<file path="src/rtl/dmem_pkg.sv">
// Shared types and encodings for the data-memory arbiter and LSU helpers.
package dmem_pkg;

  // Access size encoding: bytes-1. 2'b10 is reserved and always rejected.
  localparam logic [1:0] DSIZE_BYTE = 2'b00;
  localparam logic [1:0] DSIZE_HALF = 2'b01;
  localparam logic [1:0] DSIZE_ILL  = 2'b10;
  localparam logic [1:0] DSIZE_WORD = 2'b11;

  // Default starvation settings; the counter must be able to hold the limit.
  localparam int STARVE_LIMIT_DEF = 8;
  localparam int CNT_W_DEF        = 4;

  typedef enum logic [1:0] {
    ST_IDLE  = 2'd0,
    ST_ISSUE = 2'd1,
    ST_RESP  = 2'd2
  } state_t;

  typedef enum logic {
    ID_A = 1'b0,
    ID_B = 1'b1
  } owner_t;

endpackage

</file>
<file path="src/rtl/dmem_arbiter_if.sv">
// Bundle of requester A, requester B and dmem-side signals around the arbiter.
//
// Handshake: a requester raises x_req with its fields stable and keeps them
// stable until it sees x_gnt (a one-cycle pulse, only in IDLE). Exactly two
// cycles after x_gnt the arbiter pulses x_rvalid for one cycle with x_rdata
// and x_err; stores complete with rdata=0. There is no backpressure on the
// response side: the requester must accept x_rvalid when it appears.
interface dmem_arbiter_if #(
  parameter int CNT_W = dmem_pkg::CNT_W_DEF
);
  import dmem_pkg::*;

  logic          a_req,    b_req;
  logic [0:31]   a_addr,   b_addr;
  logic [0:31]   a_wdata,  b_wdata;
  logic          a_we,     b_we;
  logic [0:1]    a_dsize,  b_dsize;
  logic          a_dsign,  b_dsign;
  logic          a_gnt,    b_gnt;
  logic          a_rvalid, b_rvalid;
  logic [0:31]   a_rdata,  b_rdata;
  logic          a_err,    b_err;

  logic [0:31]   m_addr;
  logic [0:31]   m_wData;
  logic          m_writeEnable;
  logic [0:1]    m_dsize;
  logic          m_dsign;
  logic [0:31]   m_rData;

  // Debug visibility of the arbiter FSM and starvation counter.
  state_t        dbg_state;
  logic [CNT_W-1:0] dbg_starve;

  // Arbiter side.
  modport slave (
    input  a_req, a_addr, a_wdata, a_we, a_dsize, a_dsign,
    input  b_req, b_addr, b_wdata, b_we, b_dsize, b_dsign,
    output a_gnt, a_rvalid, a_rdata, a_err,
    output b_gnt, b_rvalid, b_rdata, b_err,
    output m_addr, m_wData, m_writeEnable, m_dsize, m_dsign,
    input  m_rData,
    output dbg_state, dbg_starve
  );

  // Requester / memory-model side.
  modport master (
    output a_req, a_addr, a_wdata, a_we, a_dsize, a_dsign,
    output b_req, b_addr, b_wdata, b_we, b_dsize, b_dsign,
    input  a_gnt, a_rvalid, a_rdata, a_err,
    input  b_gnt, b_rvalid, b_rdata, b_err,
    input  m_addr, m_wData, m_writeEnable, m_dsize, m_dsign,
    output m_rData,
    input  dbg_state, dbg_starve
  );

endinterface

</file>
<file path="src/rtl/dmem_align_check.sv">
// Combinational alignment/size check for a data-memory access.
module dmem_align_check
  import dmem_pkg::*;
(
  input  logic [0:31] addr_i,
  input  logic [0:1]  dsize_i,
  output logic        err_o
);

  // Word needs the two low address bits clear, half needs the lowest bit
  // clear, byte is always fine, and the reserved size is always an error.
  always_comb begin
    err_o = 1'b0;
    case (dsize_i)
      DSIZE_WORD: err_o = (addr_i[30:31] != 2'b00);
      DSIZE_HALF: err_o = addr_i[31];
      DSIZE_ILL:  err_o = 1'b1;
      default:    err_o = 1'b0;
    endcase
  end

endmodule

</file>
<file path="src/rtl/dmem_arbiter.sv">
// Two-requester arbiter in front of the single-port data memory. One access
// takes three cycles (IDLE grant, ISSUE to dmem, RESP to the owner).
module dmem_arbiter
  import dmem_pkg::*;
#(
  parameter int STARVE_LIMIT = STARVE_LIMIT_DEF,
  parameter int CNT_W        = CNT_W_DEF
) (
  input  logic           clk,
  input  logic           rst,
  dmem_arbiter_if.slave  bus
);

  localparam logic [CNT_W-1:0] LIMIT   = CNT_W'(STARVE_LIMIT);
  localparam logic [CNT_W-1:0] CNT_ONE = CNT_W'(1);

  state_t            state_q,  state_d;
  owner_t            owner_q,  owner_d;
  logic [CNT_W-1:0]  starve_q, starve_d;
  logic [0:31]       addr_q,   addr_d;
  logic [0:31]       wdata_q,  wdata_d;
  logic [0:31]       rdata_q,  rdata_d;
  logic              we_q,     we_d;
  logic [0:1]        dsize_q,  dsize_d;
  logic              dsign_q,  dsign_d;
  logic              err_q,    err_d;

  logic              grant_ok;
  logic              b_wins;
  logic              a_gnt;
  logic              b_gnt;
  logic [0:31]       sel_addr;
  logic [0:1]        sel_dsize;
  logic              sel_err;
  logic              resp_ok;

  // Pick the winner: A by default, B when A is idle or B has starved too long.
  always_comb begin
    grant_ok  = (state_q == ST_IDLE) && !rst;
    b_wins    = bus.b_req && (!bus.a_req || (starve_q >= LIMIT));
    b_gnt     = grant_ok && b_wins;
    a_gnt     = grant_ok && bus.a_req && !b_wins;
    sel_addr  = b_wins ? bus.b_addr  : bus.a_addr;
    sel_dsize = b_wins ? bus.b_dsize : bus.a_dsize;
  end

  dmem_align_check u_align (
    .addr_i  (sel_addr),
    .dsize_i (sel_dsize),
    .err_o   (sel_err)
  );

  // Next state, request latch, load-data capture and starvation counter.
  always_comb begin
    state_d  = state_q;
    owner_d  = owner_q;
    starve_d = starve_q;
    addr_d   = addr_q;
    wdata_d  = wdata_q;
    rdata_d  = rdata_q;
    we_d     = we_q;
    dsize_d  = dsize_q;
    dsign_d  = dsign_q;
    err_d    = err_q;

    // B losing while requesting counts up; B winning or going quiet clears it.
    if (!bus.b_req || b_gnt) begin
      starve_d = '0;
    end else if (a_gnt && (starve_q != '1)) begin
      starve_d = starve_q + CNT_ONE;
    end

    case (state_q)
      ST_IDLE: begin
        if (a_gnt || b_gnt) begin
          state_d = ST_ISSUE;
          owner_d = b_gnt ? ID_B : ID_A;
          addr_d  = sel_addr;
          dsize_d = sel_dsize;
          err_d   = sel_err;
          wdata_d = b_gnt ? bus.b_wdata : bus.a_wdata;
          we_d    = b_gnt ? bus.b_we    : bus.a_we;
          dsign_d = b_gnt ? bus.b_dsign : bus.a_dsign;
        end
      end
      ST_ISSUE: begin
        state_d = ST_RESP;
        rdata_d = (we_q || err_q) ? '0 : bus.m_rData;
      end
      ST_RESP: begin
        state_d = ST_IDLE;
      end
      default: begin
        state_d = ST_IDLE;
      end
    endcase
  end

  // State and latched-request registers.
  always_ff @(posedge clk) begin
    if (rst) begin
      state_q  <= ST_IDLE;
      owner_q  <= ID_A;
      starve_q <= '0;
      addr_q   <= '0;
      wdata_q  <= '0;
      rdata_q  <= '0;
      we_q     <= 1'b0;
      dsize_q  <= DSIZE_WORD;
      dsign_q  <= 1'b0;
      err_q    <= 1'b0;
    end else begin
      state_q  <= state_d;
      owner_q  <= owner_d;
      starve_q <= starve_d;
      addr_q   <= addr_d;
      wdata_q  <= wdata_d;
      rdata_q  <= rdata_d;
      we_q     <= we_d;
      dsize_q  <= dsize_d;
      dsign_q  <= dsign_d;
      err_q    <= err_d;
    end
  end

  // Requester responses, dmem drive and debug taps. The m_* fields come
  // straight from the latch, which only changes on a grant edge, so they
  // hold the last issued access outside ISSUE.
  always_comb begin
    resp_ok      = (state_q == ST_RESP) && !rst;
    bus.a_gnt    = a_gnt;
    bus.b_gnt    = b_gnt;
    bus.a_rvalid = resp_ok && (owner_q == ID_A);
    bus.b_rvalid = resp_ok && (owner_q == ID_B);
    bus.a_rdata  = bus.a_rvalid ? rdata_q : '0;
    bus.b_rdata  = bus.b_rvalid ? rdata_q : '0;
    bus.a_err    = bus.a_rvalid && err_q;
    bus.b_err    = bus.b_rvalid && err_q;

    bus.m_addr        = addr_q;
    bus.m_wData       = wdata_q;
    bus.m_dsize       = dsize_q;
    bus.m_dsign       = dsign_q;
    bus.m_writeEnable = (state_q == ST_ISSUE) && we_q && !err_q && !rst;

    bus.dbg_state  = state_q;
    bus.dbg_starve = starve_q;
  end

endmodule
</file>
<file path="src/flat_wrapper.sv">
// flat-port wrapper written by rule: the top's interface ports become plain ports
module dmem_arbiter_flat import dmem_pkg::*;
#(
  parameter int STARVE_LIMIT = STARVE_LIMIT_DEF,
  parameter int CNT_W        = CNT_W_DEF
)
  (clk, rst, bus_a_req, bus_a_addr, bus_a_wdata, bus_a_we, bus_a_dsize, bus_a_dsign, bus_b_req, bus_b_addr, bus_b_wdata, bus_b_we, bus_b_dsize, bus_b_dsign, bus_a_gnt, bus_a_rvalid, bus_a_rdata, bus_a_err, bus_b_gnt, bus_b_rvalid, bus_b_rdata, bus_b_err, bus_m_addr, bus_m_wData, bus_m_writeEnable, bus_m_dsize, bus_m_dsign, bus_m_rData, bus_dbg_state, bus_dbg_starve);
  dmem_arbiter_if #(.CNT_W(CNT_W)) bus_i ();
  input  logic clk;
  input  logic rst;
  input wire logic [$bits(bus_i.a_req)-1:0] bus_a_req;
  input wire logic [$bits(bus_i.a_addr)-1:0] bus_a_addr;
  input wire logic [$bits(bus_i.a_wdata)-1:0] bus_a_wdata;
  input wire logic [$bits(bus_i.a_we)-1:0] bus_a_we;
  input wire logic [$bits(bus_i.a_dsize)-1:0] bus_a_dsize;
  input wire logic [$bits(bus_i.a_dsign)-1:0] bus_a_dsign;
  input wire logic [$bits(bus_i.b_req)-1:0] bus_b_req;
  input wire logic [$bits(bus_i.b_addr)-1:0] bus_b_addr;
  input wire logic [$bits(bus_i.b_wdata)-1:0] bus_b_wdata;
  input wire logic [$bits(bus_i.b_we)-1:0] bus_b_we;
  input wire logic [$bits(bus_i.b_dsize)-1:0] bus_b_dsize;
  input wire logic [$bits(bus_i.b_dsign)-1:0] bus_b_dsign;
  output wire logic [$bits(bus_i.a_gnt)-1:0] bus_a_gnt;
  output wire logic [$bits(bus_i.a_rvalid)-1:0] bus_a_rvalid;
  output wire logic [$bits(bus_i.a_rdata)-1:0] bus_a_rdata;
  output wire logic [$bits(bus_i.a_err)-1:0] bus_a_err;
  output wire logic [$bits(bus_i.b_gnt)-1:0] bus_b_gnt;
  output wire logic [$bits(bus_i.b_rvalid)-1:0] bus_b_rvalid;
  output wire logic [$bits(bus_i.b_rdata)-1:0] bus_b_rdata;
  output wire logic [$bits(bus_i.b_err)-1:0] bus_b_err;
  output wire logic [$bits(bus_i.m_addr)-1:0] bus_m_addr;
  output wire logic [$bits(bus_i.m_wData)-1:0] bus_m_wData;
  output wire logic [$bits(bus_i.m_writeEnable)-1:0] bus_m_writeEnable;
  output wire logic [$bits(bus_i.m_dsize)-1:0] bus_m_dsize;
  output wire logic [$bits(bus_i.m_dsign)-1:0] bus_m_dsign;
  input wire logic [$bits(bus_i.m_rData)-1:0] bus_m_rData;
  output wire logic [$bits(bus_i.dbg_state)-1:0] bus_dbg_state;
  output wire logic [$bits(bus_i.dbg_starve)-1:0] bus_dbg_starve;
  assign bus_i.a_req = bus_a_req;
  assign bus_i.a_addr = bus_a_addr;
  assign bus_i.a_wdata = bus_a_wdata;
  assign bus_i.a_we = bus_a_we;
  assign bus_i.a_dsize = bus_a_dsize;
  assign bus_i.a_dsign = bus_a_dsign;
  assign bus_i.b_req = bus_b_req;
  assign bus_i.b_addr = bus_b_addr;
  assign bus_i.b_wdata = bus_b_wdata;
  assign bus_i.b_we = bus_b_we;
  assign bus_i.b_dsize = bus_b_dsize;
  assign bus_i.b_dsign = bus_b_dsign;
  assign bus_a_gnt = bus_i.a_gnt;
  assign bus_a_rvalid = bus_i.a_rvalid;
  assign bus_a_rdata = bus_i.a_rdata;
  assign bus_a_err = bus_i.a_err;
  assign bus_b_gnt = bus_i.b_gnt;
  assign bus_b_rvalid = bus_i.b_rvalid;
  assign bus_b_rdata = bus_i.b_rdata;
  assign bus_b_err = bus_i.b_err;
  assign bus_m_addr = bus_i.m_addr;
  assign bus_m_wData = bus_i.m_wData;
  assign bus_m_writeEnable = bus_i.m_writeEnable;
  assign bus_m_dsize = bus_i.m_dsize;
  assign bus_m_dsign = bus_i.m_dsign;
  assign bus_i.m_rData = bus_m_rData;
  assign bus_dbg_state = bus_i.dbg_state;
  assign bus_dbg_starve = bus_i.dbg_starve;
  dmem_arbiter #(.STARVE_LIMIT(STARVE_LIMIT), .CNT_W(CNT_W)) u_core (.clk(clk), .rst(rst), .bus(bus_i));
endmodule
</file>
<file path="config.mk">
export PLATFORM = sky130hd
export DESIGN_NAME = dmem_arbiter_flat
export DESIGN_NICKNAME = d
export VERILOG_FILES = /design/src/rtl/dmem_pkg.sv /design/src/rtl/dmem_arbiter_if.sv /design/src/rtl/dmem_align_check.sv /design/src/rtl/dmem_arbiter.sv /design/src/flat_wrapper.sv
export SDC_FILE = /design/constraint.sdc
export NUM_CORES = 1
export LEC_CHECK = 0
export CAP_MARGIN = 20
export CORE_AREA = 2 2 124 126
export CTS_CLUSTER_DIAMETER = 40
export DETAILED_ROUTE_END_ITERATION = 10
export DIE_AREA = 0 0 126 128
export GPL_TIMING_DRIVEN = 0
export PLACE_DENSITY = 0.75
export SLEW_MARGIN = 20
export SYNTH_ARGS = -nofsm -noshare
export SYNTH_HDL_FRONTEND = slang
export SYNTH_SLANG_ARGS = --single-unit
export TNS_END_PERCENT = 20
</file>
<file path="constraint.sdc">
create_clock -name clk -period 2.1 [get_ports clk]
set_clock_uncertainty 0.2 [all_clocks]
set_input_delay 0.315 -clock clk [delete_from_list [all_inputs] [get_ports clk]]
set_output_delay 0.315 -clock clk [all_outputs]
set_load 0.02 [all_outputs]
</file>
==> summary.txt <==
Run status
  • Status: completed

Synthesis
  • Post-Synthesis Cells: 577
  • Synthesized area per cell: 8.71 sq um
  • Sequential area share after synthesis: 43.0%
  • Synth Register Bits: 108
  • Synth unique cells: 34
  • Warnings from Yosys: 0
  • Post-Syn Area: 5020 sq um
  • Synthesized net count: 751

Run
  • Max-cap viol count: 0

GRT
  • Busiest grt layer: met2
  • Met2 Use GR: 39.4%
  • GRT overflow: 0
  • Met1 usage: 26.2%
  • First-pass GRT wire length: 28,700 um
  • Vias in the first global route: 5,383
  • Routing usage on met3: 5.84%
  • Antenna violations before repair: 1
  • Largest net degree at the start of global routing: 18
  • Gr usage total: 22.4%

Worst setup path
  • CP max-delay cell: dfxtp_4
  • Crit path buffers/inverters: 3
  • Worst Setup SP: u_core.bus.dbg_state[0]
  • Cell family with most CP delay: simple AND/OR/NAND/NOR gates
  • Worst EP arrival: 1.58 ns
  • Critical path's largest stage delay: 0.37 ns
  • Required time worst endpoint: 1.58 ns
  • Reg2reg setup slack: 0.12 ns
  • R2R cell count: 8
  • Reg2Reg Capture Point: u_core.we_q
  • Kind of critical path: reg2out
  • Crit start category: flop
  • Worst path cell trace: nand2b_4, nor3_4, buf_12, clkbuf_16, and2_4, buf_6
  • Crit-path max FO: 10
  • Worst setup EP type: primary output
  • RR Startpoint: u_core.bus.dbg_starve[3]

Detailed routing
  • DRC Markers: 0
  • Via count: 5,510
  • Final WL: 18,700 um
  • Antenna viol nets, final: 0
  • Starting DRT DRC Count: 204
  • Routed wire per std cell: 17.0 um
  • Via-to-Cell Ratio: 5.00
  • Pre-antenna DRT Iters: 4

Power and ir drop
  • Clock share of power: 32.7%
  • Sw Pwr: 1570 uW
  • Worst VDD drop: 0.348 mV
  • Lkg Pwr: 0.00375 uW
  • Design internal power: 4010 uW
  • Switching Fraction: 28.2%
  • Part of the power in registers: 41.8%
  • Power per standard cell area: 618 nW/um^2
  • Comb power frac: 25.5%

Worst hold path
  • Hold Path Stages: 4
  • Hold_sp: bus_a_req
  • Min-delay worst type: in2reg
  • WHS Endpoint: u_core.bus.dbg_starve[0]

CTS
  • Clock root cell: clkbuf_16
  • Clock-pin slew of the registers on the worst-case setup and hold paths: 0.07 ns
  • CTS Hold Bufs: 0
  • H-tree level count: 3
  • Clk buf depth: 2
  • CTS tree: built
  • Clock latency on the worst-skew pair: 0.34 ns
  • Cts bufs inserted: 9
  • CTS sink cnt: 108

Timing
  • Final min period: 2.09 ns
  • Max frequency: 478 MHz
  • Worst hold margin: 0.212 ns
  • Worst slew pin tran: 0.808 ns
  • Setup TNS: 0 ns
  • RSZ-0062 raised after global routing: true
  • Slew Limit Headroom: 46.1%
  • Crit share post-route: 99.7%
  • Final Max Tran Viols: 0
  • Setup ws final: 0.00724 ns
  • Final setup fails: 0
  • Final Hold Violating Endpoints: 0

Placement
  • Routability congestion estimate: 0.806
  • Dpl ws: -0.835 ns
  • Placed Area: 8410 sq um
  • IO Port Bufs: 314
  • Post-DP HPWL: 14,500 um

Floorplan
  • Die Wd: 126 um
  • Core ar.: 14,900 sq um
  • Die height: 128 um
  • Die area: 16,100 sq um
  • Row Count: 45
  • Ports: 316
  • Initial core utilization: 33.8%

Cells and area
  • Layout net count: 1,082
  • Filler cell count in the final layout: 1,350
  • Fin util: 60.8%
  • Highest-count cells in the layout ignoring fill and taps: clkdlybuf4s50_1, dfxtp_1, nand3_1
  • Commonest non-fill, non-tap cell in the layout: clkdlybuf4s50_1
  • Layout cell share with drive strength beyond 1: 20.7%
  • Fin area: 9030 sq um
  • Ant. Diodes: 0
  • Syn-to-layout area delta: 79.8%
-- per-layer routing --
metal  share of wire [%]  wire length [um]
met1                  40              7510
met2                  49              9220
met3                 7.7              1430
met4                 2.6               487
met5               0.075                14
-- timing repair --
item | CTS | global route
pin swaps | 6 | 11
buffers inserted | 8 | 1
setup endpoints to repair | 71 | 79
resized for setup | 400 | 72
gates cloned | 1 | 1
-- through the flow --
stage / total power [uW] / cells
after floorplan: 3000 / 577
after global placement: 3740 / 1079
after detailed placement: 3760 / 1079
after CTS: 5610 / 1101
after global routing: 5820 / 1101
final: 5580 / 1101
-- kinds of logic after synthesis --
logic type | count (synthesis) | share of synthesized area [%]
simple gates | 261 | 25.8
buf+inv | 61 | 5.88
compound gates | 109 | 17.7
fa+ha+maj | 2 | 0.498
flops | 108 | 43.0
xor+xnor | 1 | 0.174
mux | 35 | 6.97
-- power by group through the flow --
stage                     Sequential, uW  Clock (uW)  Combinational [uW]
final                               2340        1830                1420
after global routing                2360        1940                1530
after CTS                           2330        1860                1420
after detailed placement            2380           0                1390
after global placement              2370           0                1370
after floorplan                     2520           0                 477
-- Yosys cell counts (all sizes together) --
cell	instances	area, sq um
dfxtp	108	2160
o211ai	1	7.51
a222oi	1	10.0
a21oi	5	25.0
nand4	1	6.26
a311oi	32	405
nand2b	5	31.3
o31ai	1	7.51
and3	2	12.5
nand2	39	146
nand3	71	355
mux2i	35	350
o311ai	1	8.76
clkbuf	34	128
and2	66	413
nor3	5	41.3
nor2	69	259
o21ai	35	175
a22oi	32	240
ha	2	25.0
buf	22	149
xnor2	1	8.76
a221oi	1	8.76
inv	5	18.8
and4b	2	20.0
nor4b	1	8.76
-- tightest hold or removal path: cells and delay by family --
| kind | cells | cell delay (ns) |
|---|---|---|
| XOR/XNOR | 1 | 0.07 |
| buffers and inverters | 1 | 0.15 |
| AND/OR/NAND/NOR | 2 | 0.18 |
-- flip-flops by register name, summed over array words and instances, names as in the netlist --
signal,count
u_core.bus.dbg_state,2
u_core.rdata_q,32
u_core.bus.m_wData,32
u_core.err_q,1
u_core.bus.m_dsign,1
u_core.bus.dbg_starve,4
u_core.we_q,1
u_core.bus.m_dsize,2
u_core.bus.m_addr,32
u_core.owner_q,1
-- worst max-delay path by stage --
stage	to	cells past startpoint
after global placement	bus_a_rdata[2]	5
after floorplan	bus_a_rdata[22]	4
after detailed placement	bus_a_rdata[2]	5
after CTS	bus_a_rdata[5]	6
after global routing	bus_a_rdata[30]	6
final	bus_a_rdata[25]	6
-- cell type report --
cell class | count | area [sq um] | area share, %
clock buffer | 9 | 225 | 2.49
tap | 188 | 235 | 2.60
sequential | 108 | 2170 | 24.0
buffer | 51 | 348 | 3.85
timing repair buffer | 325 | 3240 | 35.8
clock inverter | 7 | 91.3 | 1.01
inverter | 5 | 18.8 | 0.208
multi-input combinational | 408 | 2710 | 30.0
No activity file was read; power rests on OpenSTA's default activity.
